`src/rtl/binary_div_19_10_bi_pkg.sv`:
```
// Shared types and widths for the sequential signed divider.
// Widths default to the 10x10 multiplier product (19 bits) and its operand (10 bits).
package binary_div_pkg;

  localparam int W_N   = 19;
  localparam int W_D   = 10;
  localparam int CNT_W = $clog2(W_N);

  typedef enum logic [1:0] {
    IDLE = 2'd0,
    CALC = 2'd1,
    FIX  = 2'd2,
    DONE = 2'd3
  } state_e;

endpackage

```
`src/rtl/binary_div_19_10_bi_if.sv`:
```
// Request/result bundle between the divider and its user.
// The master drives operands and start; the slave (divider) returns the result and status.
interface binary_div_19_10_bi_if;
  import binary_div_pkg::*;

  logic                  en;
  logic                  start;
  logic signed [W_N-1:0] N;
  logic signed [W_D-1:0] D;
  logic signed [W_N-1:0] Q;
  logic signed [W_D-1:0] R;
  logic                  busy;
  logic                  done;
  logic                  dbz;
  logic                  ovf;

  modport master (
    output en, start, N, D,
    input  Q, R, busy, done, dbz, ovf
  );

  modport slave (
    input  en, start, N, D,
    output Q, R, busy, done, dbz, ovf
  );

endinterface

```
`src/rtl/binary_div_19_10_bi_step.sv`:
```
// One combinational restoring-division step on magnitudes.
// Shifts the next dividend bit into the partial remainder and subtracts |D| when it fits.
module binary_div_step
  import binary_div_pkg::*;
(
  input  logic [W_D:0]   rem_i,
  input  logic           bit_i,
  input  logic [W_D-1:0] dmag_i,
  output logic [W_D:0]   rem_o,
  output logic           q_bit_o
);

  logic [W_D+1:0] rem_sh;
  logic [W_D+1:0] dmag_ext;

  always_comb begin
    rem_sh   = {rem_i, bit_i};
    dmag_ext = {2'b00, dmag_i};
    q_bit_o  = (rem_sh >= dmag_ext);
    // The partial remainder stays below |D| <= 2^(W_D-1), so W_D+1 bits always hold it.
    rem_o    = (W_D+1)'(q_bit_o ? (rem_sh - dmag_ext) : rem_sh);
  end

endmodule

```
`src/rtl/binary_div_19_10_bi.sv`:
```
// Sequential signed divider: radix-2 restoring iteration on magnitudes, then sign fix-up.
// Quotient truncates toward zero; remainder takes the dividend's sign.
module binary_div_19_10_bi
  import binary_div_pkg::*;
(
  input  logic                 clk,
  input  logic                 rst_n,
  binary_div_19_10_bi_if.slave bus
);

  localparam logic [CNT_W-1:0] CNT_LOAD = CNT_W'(W_N - 1);
  localparam logic [CNT_W-1:0] CNT_END  = '1;
  localparam logic [W_N-1:0]   N_MIN    = {1'b1, {(W_N-1){1'b0}}};

  state_e                state_q, state_d;
  logic [CNT_W-1:0]      cnt_q;
  logic [W_N-1:0]        num_q;
  logic [W_N-1:0]        quo_q;
  logic [W_D:0]          rem_q;
  logic [W_D-1:0]        dmag_q;
  logic                  qneg_q, rneg_q, ovf_case_q;
  logic signed [W_N-1:0] q_out_q;
  logic signed [W_D-1:0] r_out_q;
  logic                  dbz_q, ovf_q;

  logic                  accept;
  logic                  d_zero;
  logic [W_N-1:0]        n_abs;
  logic [W_D-1:0]        d_abs;
  logic [W_D:0]          step_rem;
  logic                  step_q;

  assign accept = bus.en && bus.start && (state_q == IDLE || state_q == DONE);
  assign d_zero = (bus.D == '0);
  assign n_abs  = bus.N[W_N-1] ? (~bus.N + W_N'(1)) : bus.N;
  assign d_abs  = bus.D[W_D-1] ? (~bus.D + W_D'(1)) : bus.D;

  binary_div_step u_step (
    .rem_i   (rem_q),
    .bit_i   (num_q[W_N-1]),
    .dmag_i  (dmag_q),
    .rem_o   (step_rem),
    .q_bit_o (step_q)
  );

  always_ff @(posedge clk or negedge rst_n) begin
    if (!rst_n) begin
      state_q <= IDLE;
    end else begin
      state_q <= state_d;
    end
  end

  // CALC spends one extra cycle after the last step (counter wrapped) before FIX.
  always_comb begin
    state_d = state_q;
    if (bus.en) begin
      case (state_q)
        IDLE, DONE: if (bus.start) state_d = d_zero ? DONE : CALC;
        CALC:       if (cnt_q == CNT_END) state_d = FIX;
        FIX:        state_d = DONE;
        default:    state_d = IDLE;
      endcase
    end
  end

  always_comb begin
    bus.busy = 1'b0;
    bus.done = 1'b0;
    case (state_q)
      CALC, FIX: bus.busy = 1'b1;
      DONE:      bus.done = 1'b1;
      default:   ;
    endcase
  end

  assign bus.Q   = q_out_q;
  assign bus.R   = r_out_q;
  assign bus.dbz = dbz_q;
  assign bus.ovf = ovf_q;

  always_ff @(posedge clk or negedge rst_n) begin
    if (!rst_n) begin
      cnt_q      <= '0;
      num_q      <= '0;
      quo_q      <= '0;
      rem_q      <= '0;
      dmag_q     <= '0;
      qneg_q     <= 1'b0;
      rneg_q     <= 1'b0;
      ovf_case_q <= 1'b0;
      q_out_q    <= '0;
      r_out_q    <= '0;
      dbz_q      <= 1'b0;
      ovf_q      <= 1'b0;
    end else if (bus.en) begin
      if (accept) begin
        cnt_q      <= CNT_LOAD;
        num_q      <= n_abs;
        quo_q      <= '0;
        rem_q      <= '0;
        dmag_q     <= d_abs;
        qneg_q     <= bus.N[W_N-1] ^ bus.D[W_D-1];
        rneg_q     <= bus.N[W_N-1];
        ovf_case_q <= (bus.N == N_MIN) && (bus.D == '1);
        q_out_q    <= '0;
        r_out_q    <= '0;
        dbz_q      <= d_zero;
        ovf_q      <= 1'b0;
      end else if (state_q == CALC) begin
        if (cnt_q != CNT_END) begin
          rem_q <= step_rem;
          quo_q <= {quo_q[W_N-2:0], step_q};
          num_q <= {num_q[W_N-2:0], 1'b0};
          cnt_q <= cnt_q - CNT_W'(1);
        end
      end else if (state_q == FIX) begin
        // -2^(W_N-1) / -1 gives magnitude 2^(W_N-1), which wraps back to the minimum.
        q_out_q <= qneg_q ? (~quo_q + W_N'(1)) : quo_q;
        r_out_q <= rneg_q ? (~rem_q[W_D-1:0] + W_D'(1)) : rem_q[W_D-1:0];
        ovf_q   <= ovf_case_q;
      end
    end
  end

endmodule

```
`src/flat_wrapper.sv`:
```
// flat-port wrapper written by rule: the top's interface ports become plain ports
module binary_div_19_10_bi_flat import binary_div_pkg::*;
  (clk, rst_n, bus_en, bus_start, bus_N, bus_D, bus_Q, bus_R, bus_busy, bus_done, bus_dbz, bus_ovf);
  binary_div_19_10_bi_if bus_i ();
  input  logic clk;
  input  logic rst_n;
  input wire logic [$bits(bus_i.en)-1:0] bus_en;
  input wire logic [$bits(bus_i.start)-1:0] bus_start;
  input wire logic [$bits(bus_i.N)-1:0] bus_N;
  input wire logic [$bits(bus_i.D)-1:0] bus_D;
  output wire logic [$bits(bus_i.Q)-1:0] bus_Q;
  output wire logic [$bits(bus_i.R)-1:0] bus_R;
  output wire logic [$bits(bus_i.busy)-1:0] bus_busy;
  output wire logic [$bits(bus_i.done)-1:0] bus_done;
  output wire logic [$bits(bus_i.dbz)-1:0] bus_dbz;
  output wire logic [$bits(bus_i.ovf)-1:0] bus_ovf;
  assign bus_i.en = bus_en;
  assign bus_i.start = bus_start;
  assign bus_i.N = bus_N;
  assign bus_i.D = bus_D;
  assign bus_Q = bus_i.Q;
  assign bus_R = bus_i.R;
  assign bus_busy = bus_i.busy;
  assign bus_done = bus_i.done;
  assign bus_dbz = bus_i.dbz;
  assign bus_ovf = bus_i.ovf;
  binary_div_19_10_bi u_core (.clk(clk), .rst_n(rst_n), .bus(bus_i));
endmodule
```
`config.mk`:
```
export PLATFORM = sky130hd
export DESIGN_NAME = binary_div_19_10_bi_flat
export DESIGN_NICKNAME = d
export VERILOG_FILES = /design/src/rtl/binary_div_19_10_bi_pkg.sv /design/src/rtl/binary_div_19_10_bi_if.sv /design/src/rtl/binary_div_19_10_bi_step.sv /design/src/rtl/binary_div_19_10_bi.sv /design/src/flat_wrapper.sv
export SDC_FILE = /design/constraint.sdc
export NUM_CORES = 1
export LEC_CHECK = 0
export ABC_AREA = 1
export CAP_MARGIN = 20
export CORE_MARGIN = 2
export CORE_UTILIZATION = 62
export DETAILED_ROUTE_END_ITERATION = 7
export PLACE_DENSITY = 0.86
export SYNTH_ARGS = -nofsm -noshare
export SYNTH_HDL_FRONTEND = slang
export SYNTH_HIERARCHICAL = 1
export SYNTH_SLANG_ARGS = --single-unit
```
`constraint.sdc`:
```
create_clock -name clk -period 4.1 [get_ports clk]
set_clock_uncertainty 0.15 [all_clocks]
set_input_delay 0.615 -clock clk [delete_from_list [all_inputs] [get_ports clk]]
set_output_delay 0.615 -clock clk [all_outputs]
set_load 0.05 [all_outputs]
```
==> flow_summary.json <==
{
  "synth_edf_count": 0,
  "drt_wl_total_um": 14900,
  "nets": 987,
  "fmax_ghz": 0.351,
  "avgSynthCellArea_um2": 7.26,
  "critPathBufInv": 3,
  "period_minus_slack_ps": 2850,
  "grt_setup_unrepaired": "no",
  "worstSkewPairLatency_ps": 380,
  "worst_setup_path_start_kind": "flop",
  "cp.arrival_ps": 2090,
  "p_total_uw": 5800,
  "drc": 0,
  "cap_violations": 0,
  "synth_nets": 932,
  "max_stage_delay_ps": 800,
  "p_per_area_mw_per_mm2": 799,
  "dr.pass1.iters": 5,
  "slew_headroom_pct": 53.2,
  "ys_types": 42,
  "synth_commonest_cells": "nand2_1, inv_1, dfrtp_1, nand3_1",
  "cts_sinks": 100,
  "antenna_found_initial": 0,
  "n_antenna_cell": 0,
  "status": "finished, final reports clean",
  "leakage_uw": 0.00359,
  "cp_top_family": "buffers and inverters",
  "p_sw_share_pct": 51.6,
  "ant_nets": 0,
  "wl_per_cell_um": 13.9,
  "cts.clk_slew.worst_paths_ps": 100,
  "holdBufCountCts": 0,
  "syn2layout_area_growth_pct": 14.2,
  "r2r_cells": 10,
  "cts_buffers": 9,
  "post-cts-setup-buffer-count": 0,
  "rows": 36,
  "worst_pin_slew_ps": 702,
  "synthCells": 877,
  "intPower_uw": 2810,
  "core_area_mm2": 0.00986,
  "setup_tns_ps": 0,
  "grt_pass1_vias": 5628,
  "dp.cells": 1054,
  "clk_path_buf_depth": 2,
  "power_switching_uw": 2990,
  "pwr-share-comb_pct": 60.4,
  "initial_core_util_pct": 64.5,
  "htree_levels": 3,
  "yosys_warnings": 6,
  "synth_top_area_share_pct": 39.3,
  "setup.worst_path.end_class": "primary output",
  "port_buffers": 65,
  "yosys-top-cells-area": "dfrtp_1, nand2_1, inv_1, nand3_1, o21ai_0",
  "synth-seq-cells": 100,
  "critPathSlowestCell": "clkdlybuf4s50_1",
  "ctsResizeCount": 0,
  "cts_root_buffer": "clkbuf_8",
  "synthFlopType": "dfrtp_1",
  "die_x_um": 105,
  "grt_overflow": 0,
  "tritoncts": "done",
  "drt_iter0_markers": 536,
  "setup_viol": 0,
  "worst_hold_path_type": "input port to async pin",
  "irDropWorstVdd_mv": 0.443,
  "synthArstFlopShare_pct": 100,
  "cp_max_fo": 4,
  "syn-cell-area_mm2": 0.00636,
  "path_cells": "inv_1 -> ha_1 -> inv_1 -> clkdlybuf4s50_1",
  "yosysMostFrequentCell": "nand2_1",
  "hpwl_um": 11000,
  "pin_count": 66,
  "vias": 5988,
  "finalCritPeriodShare_pct": 69.5,
  "crit_top_cell": "inv_1",
  "grt_pass1_wl_um": 25400,
  "required_ps": 3340,
  "synth_seq_area_share_pct": 39.3,
  "drv_slew": 0,
  "synth_area_leader_cell": "dfrtp_1",
  "gp_congestion": 0.938,
  "clock_power_share_pct": 11.4,
  "hold_viol": 0,
  "die_h_um": 105,
  "via_per_inst": 5.60,
  "layout-drive-gt1-share_pct": 6.62,
  "path_class": "flop to primary output",
  "grt_max_degree": 57,
  "fin_cells": 1070,
  "grt_usage_pct": 27.9,
  "crit_cells": 4,
  "seq_power_share_pct": 28.2,
  "die_area_mm2": 0.0111
}
==> cells in the final DEF, fill, tap and decap left out, types with 4 or more instances in the layout <==
cell and instances:
xnor2_1 6, o21ai_1 11, o21ai_2 13, clkdlybuf4s50_1 64, nand3_1 76, dfrtp_1 100, nor2_4 4, a21oi_1 18
nand3_2 5, buf_4 5, ha_1 21, nor3_1 6, nor2_1 74, inv_1 105, nand4_1 14, o21ai_0 74
nand2_1 265, xor2_1 17, clkbuf_8 9
==> logic make-up (layout without fill, tap and decap cells) <==
family,after synthesis,count (layout),synth area share [%]
XOR/XNOR,23,23,3.17
adder cells (fa/ha/maj),22,22,4.44
flip-flops,100,100,39.3
buffers and inverters,136,196,8.95
AND/OR/NAND/NOR,463,463,32.2
AO/OA/AOI/OAI,133,133,11.9
==> registers in the layout (all words and copies together) (netlist names) <==
| name | cells |
|---|---|
| u_core/num_q | 19 |
| u_core/state_q | 2 |
| u_core/quo_q | 19 |
| u_core/bus.R | 10 |
| u_core/dmag_q | 10 |
| u_core/bus.ovf | 1 |
| u_core/qneg_q | 1 |
| u_core/ovf_case_q | 1 |
| u_core/rneg_q | 1 |
| u_core/bus.dbz | 1 |
| u_core/cnt_q | 5 |
| u_core/rem_q | 11 |
| u_core/bus.Q | 19 |
==> through the flow <==
stage          hold WS, ps  util, %  setup WS (ps)  instance area [um^2]
6_report               127     73.7           1250                  7270
3_3_place_gp           313     71.6           1240                  7060
5_1_grt                169     73.7           1170                  7270
2_1_floorplan          169        -           2050                  6360
3_5_place_dp           317     71.6           1220                  7060
4_1_cts                144     73.7           1230                  7270
==> power groups by stage <==
stage	combinational, uW	sequential (uW)	clock [uW]
final	3500	1640	660
after global routing	3880	1690	716
after CTS	3470	1630	671
after detailed placement	3440	1650	0
after global placement	3350	1640	0
after floorplan	2300	1980	0
==> layout make-up <==
| type | instances | area, um^2 |
|---|---|---|
| fillers | 771 | 2600 |
| repair buffers | 69 | 678 |
| clock buffers | 9 | 124 |
| inverters | 111 | 422 |
| clock inverters | 7 | 82.6 |
| multi-input cells | 641 | 3290 |
| flip-flops and latches | 100 | 2500 |
| well taps | 133 | 166 |
==> path summary, 6_finish.rpt <==
path / startpoint / end / slack (ps)
setup / recovery: u_core/state_q[0] / bus_busy / 1250
hold / removal: rst_n / u_core/bus.R[2] / 130
setup reg to reg: u_core/state_q[0] / u_core/bus.Q[14] / 1600
hold reg to reg: u_core/bus.Q[18] / u_core/bus.Q[18] / 330
max in group asynchronous: rst_n / u_core/num_q[17] / 2870
min in group clk: u_core/bus.Q[18] / u_core/bus.Q[18] / 330
==> metal layers <==
metal	part of all wire, %	global-route usage, %	up-vias
li1	-	-	2924
met1	43	38.2	2755
met2	47	45.9	276
met3	7.9	3.77	33
met4	1.9	9.14	0
met5	0	0	-
Note: power is estimated with default switching activity, not from simulation.
